==> src/rtl/oam_dma_arbiter.sv <==
// oam_dma_arbiter: halts the CPU and copies a page of memory into OAM when the CPU writes the DMA trigger register
module oam_dma_arbiter #(
  parameter logic [15:0] TRIGGER_ADDR  = 16'h4014,
  parameter logic [15:0] OAM_DATA_ADDR = 16'h2004,
  parameter int          XFER_LEN      = 256,
  parameter int          READ_LATENCY  = 2,
  parameter int          SETTLE_CYCLES = 2
) (
  input  logic        clk,
  input  logic        rst,
  input  logic [15:0] cpu_addr,
  input  logic [7:0]  cpu_data_out,
  input  logic        cpu_write_en,
  input  logic        cpu_read_en,
  output logic [15:0] bus_addr,
  output logic [7:0]  bus_data_out,
  output logic        bus_write_en,
  output logic        bus_read_en,
  input  logic [7:0]  bus_data_in,
  output logic        cpu_halt,
  output logic        dma_active,
  output logic        dma_done
);
  typedef enum logic [2:0] {IDLE, SETTLE, RD, RD_WAIT, CAP, WR, DONE} state_t;
  localparam logic [8:0] LAST        = 9'(XFER_LEN - 1);
  localparam logic [7:0] SETTLE_LAST = 8'(SETTLE_CYCLES - 1);
  localparam logic [7:0] WAIT_LAST   = 8'(READ_LATENCY - 2);
  state_t      state;
  logic [7:0]  page, latch, tmr;
  logic [8:0]  cnt;
  logic        prev_we, own, trig, src_phase;
  assign own       = state != IDLE;
  assign src_phase = state == RD || state == RD_WAIT || state == CAP;
  assign trig      = state == IDLE && cpu_write_en && !prev_we && cpu_addr == TRIGGER_ADDR;
  // CPU strobes are masked while DMA owns the bus, since a halted CPU may sit with write_en held high
  always_comb begin
    bus_addr     = !own ? cpu_addr : state == WR ? OAM_DATA_ADDR : src_phase ? {page, cnt[7:0]} : 16'h0000;
    bus_data_out = !own ? cpu_data_out : state == WR ? latch : 8'h00;
    bus_write_en = own ? state == WR : cpu_write_en;
    bus_read_en  = own ? state == RD : cpu_read_en;
  end
  always_ff @(posedge clk or negedge rst) begin
    if (!rst) begin
      state      <= IDLE;
      cpu_halt   <= 1'b0;
      dma_active <= 1'b0;
      dma_done   <= 1'b0;
      page       <= 8'h00;
      cnt        <= 9'd0;
      latch      <= 8'h00;
      tmr        <= 8'h00;
      prev_we    <= 1'b0;
    end else begin
      prev_we  <= cpu_write_en;
      dma_done <= 1'b0;
      case (state)
        IDLE: if (trig) begin
          page       <= cpu_data_out;
          cnt        <= 9'd0;
          tmr        <= 8'h00;
          cpu_halt   <= 1'b1;
          dma_active <= 1'b1;
          state      <= SETTLE;
        end
        SETTLE: if (tmr == SETTLE_LAST) state <= RD; else tmr <= tmr + 8'd1;
        RD: begin
          tmr   <= 8'h00;
          state <= (READ_LATENCY == 1) ? CAP : RD_WAIT;
        end
        RD_WAIT: if (tmr == WAIT_LAST) state <= CAP; else tmr <= tmr + 8'd1;
        CAP: begin
          latch <= bus_data_in;
          state <= WR;
        end
        WR: if (cnt == LAST) begin
          dma_done <= 1'b1;
          state    <= DONE;
        end else begin
          cnt   <= cnt + 9'd1;
          state <= RD;
        end
        default: begin
          cpu_halt   <= 1'b0;
          dma_active <= 1'b0;
          state      <= IDLE;
        end
      endcase
    end
  end
endmodule

==> config.mk <==
export PLATFORM = sky130hd
export DESIGN_NAME = oam_dma_arbiter
export DESIGN_NICKNAME = d
export VERILOG_FILES = /design/src/rtl/oam_dma_arbiter.sv
export SDC_FILE = /design/constraint.sdc
export NUM_CORES = 1
export LEC_CHECK = 0
export CAP_MARGIN = 0
export CELL_PAD_IN_SITES_DETAIL_PLACEMENT = 0
export CELL_PAD_IN_SITES_GLOBAL_PLACEMENT = 1
export CORE_MARGIN = 1.5
export CORE_UTILIZATION = 40
export CTS_CLUSTER_DIAMETER = 200
export CTS_CLUSTER_SIZE = 30
export DETAILED_ROUTE_END_ITERATION = 8
export PLACE_DENSITY_LB_ADDON = 0.2
export SLEW_MARGIN = 5
export SYNTH_ARGS = -nofsm -noshare
export SYNTH_HDL_FRONTEND = slang
export SYNTH_SLANG_ARGS = --single-unit
==> constraint.sdc <==
create_clock -name clk -period 3.3 [get_ports clk]
set_input_delay 0.825 -clock clk [delete_from_list [all_inputs] [get_ports clk]]
set_output_delay 0.825 -clock clk [all_outputs]
set_load 0.03 [all_outputs]
==> run summary <==
Crit Path Max Fanout: 10
Met2 Resource Use GR: 31.7%
Pre-CTS WS: 0.303 ns
Synthesized Nets: 270
Postcts setup bufs: 0
Post-synthesis cell count: 226
Final max-slew violation count: 0
Row count: 28
Leak: 1.39 nW
Num CTS Buffers: 5
Yosys cell types: 47
CP endpoint kind: primary output
Ys flop type: dfrtp_1
Total instance count after detailed placement: 364
Ys Warns: 0
Area delta synth->final: 34.2%
Top cells by count, synth: dfrtp_1 (39), a22o_1 (22), o21ai_0 (15)
Synth Area per Inst: 10.6 sq um
Sequential cell area fraction in the yosys report: 40.7%
First-pass GRT wire length: 9.58 mm
Worst hold slack: 0.508 ns
Routability cong.: 0.775
Final net count: 340
Top-count cell post-synth: dfrtp_1
CTS tree: built
Post-Route Setup TNS: 0 ns
CTS root buf: clkbuf_8
Final wirelength: 5.91 mm
Synthesized flop and latch total: 39
Mean number of vias per cell: 5.57
Die height: 80.5 um
Largest stage delay, worst path: 0.66 ns
Cts repair resizes: 0
Hold crit path type: flip-flop to flip-flop
CP arrival: 2.25 ns
Most used routing layer: met2
VDD IR max: 0.383 mV
Remaining antenna violation count after routing: 0
Critical Path, Cell by Cell: nor2b_1 -> and2_1 -> a22o_1 -> clkdlybuf4s50_1
Buf+Inv Stages, Crit Path: 1
Area of the core: 5850 sq um
Final Skew: 0.00494 ns
WL per Instance: 15.9 um
Starting Density: 41.0%
Clock net sink count: 39
CTS H-tree lvls: 2
Final setup violation count: 0
P per Cell Area: 876 nW/um^2
Post-Layout Cell Count: 372
Top-area cell type share of the netlist area: 40.7%
Hold_buf cts: 0
Dominant cell type by area after synthesis: dfrtp_1
Largest net degree at the start of global routing: 40
Die X: 80.5 um
Max-cap viol count: 0
All-layer global routing usage: 19.4%
Final hold violation count: 0
Clk_lat worst skew: 0.29 ns
Max frequency: 325 MHz
Layout cells sized above 1: 21.9%
Outcome: finished clean
Final HPWL DP: 4.27 mm
GR Util met1: 25.9%
Initial DRC count: 83
Crit path required time: 2.47 ns
RSZ-0062 raised after global routing: no
Reg clk slew, reported paths: 0.08 ns
Min Clock Period, post-route: 3.07 ns
Area contributors post-synth: dfrtp_1 (41%), a22o_1 (8.0%), mux2_4 (5.0%), mux2_2 (4.2%), ha_1 (4.2%)
Cell area after synthesis: 2400 sq um
Number of vias in the routed layout: 2073
Gr ovfl total: 0
Post-synth EDFFs: 0
Kind of critical path: flip-flop to primary output
Ys async rst share: 100%
# diodes: 0
Worst slew pin tran: 0.892 ns
Crit path launch type: flip-flop
Top-Level Pins: 65
# port buffers: 64
Die area: 6470 sq um
Crit share post-route: 93.1%
Crit-path slowest cell: clkdlybuf4s50_1
Largest delay share family, worst path: simple AND/OR/NAND/NOR gates
Number of global-route vias before repair: 1957
Slew HR: 40.6%
GR Layer Usage met3: 3.64%
First-pass DRT Iterations: 4
Max clock buf depth: 2
DRC Markers: 0
Final setup margin: 0.227 ns
Initial antenna violation count: 0
## cell type report
type | instances | area, sq um
Multi-Input combinational cell | 164 | 1320
Clock inverter | 3 | 43.8
Inverter | 12 | 45.0
Clock buffer | 5 | 68.8
Fill cell | 519 | 2630
Timing Repair Buffer | 74 | 671
Sequential cell | 39 | 976
Tap cell | 75 | 93.8
## cells in the final DEF (no fill, tap or decap), types with 4 or more instances in the layout
| cell type | n |
|---|---|
| nand2_1 | 9 |
| clkbuf_8 | 5 |
| mux2_2 | 9 |
| nand2b_1 | 6 |
| mux2_4 | 8 |
| o21a_1 | 4 |
| a31oi_1 | 11 |
| o22ai_1 | 6 |
| a21oi_1 | 7 |
| nand3_1 | 4 |
| a22o_1 | 22 |
| nor2b_1 | 4 |
| o21ai_0 | 15 |
| inv_1 | 12 |
| nor2_1 | 7 |
| nor3_1 | 8 |
| ha_1 | 8 |
| buf_4 | 26 |
| dfrtp_1 | 39 |
| and3_1 | 5 |
| clkdlybuf4s50_1 | 47 |
## stage by stage
step	utilization [%]	total power, mW	instance area (sq um)
after floorplan	-	1.90	2400
after global placement	53.1	2.42	3110
after detailed placement	53.1	2.43	3110
after CTS	55.0	2.84	3220
after global routing	55.0	3.04	3220
final	55.0	2.82	3220
## flip-flops by register name (all words and copies together), names as in the netlist
signal,cells
cnt,9
dma_active,1
dma_done,1
latch,8
page,8
prev_we,1
state,3
tmr,8
## worst register-to-register path, cell delays in order, from the launching register on
cell and delay (ns):
dfrtp_1 0.42, ha_1 0.23, nand3_1 0.13, nor3_1 0.09, and3_1 0.20, ha_1 0.22, and3b_1 0.22, o21ai_0 0.12
o31ai_4 0.51, mux2i_1 0.24
## cells by family (layout without fill, tap and decap cells)
family / Yosys count / in the layout / share of synthesized area (%)
compound gates: 75 / 75 / 23.3
simple gates: 61 / 61 / 17.0
flops: 39 / 39 / 40.7
buf+inv: 23 / 94 / 4.43
mux: 20 / 20 / 10.5
fa+ha+maj: 8 / 8 / 4.17
## layer usage
| metal | vias to the layer above | wire [um] |
|---|---|---|
| met5 | - | 0 |
| met4 | 0 | 74 |
| met3 | 8 | 223 |
| met2 | 52 | 2820 |
| met1 | 1011 | 2790 |
| li1 | 1002 | - |
## final timing paths
check / cells after the start / start / endpoint / slack, ns
max: 4 / state[1] / bus_data_out[4] / 0.23
min: 1 / cnt[7] / cnt[7] / 0.51
max reg2reg: 9 / cnt[0] / cnt[8] / 0.85
min reg2reg: 1 / cnt[7] / cnt[7] / 0.51
max in group asynchronous: 1 / rst / tmr[2] / 2.09
min in group asynchronous: 1 / rst / cnt[2] / 0.65
## where the power goes
group	switching, mW	internal [mW]	leakage, nW
clock network	0.177	0.225	0.0581
registers	0.171	0.639	0.501
logic	0.927	0.681	0.835
total	1.27	1.55	1.39
No activity file was read; power rests on OpenSTA's default activity.
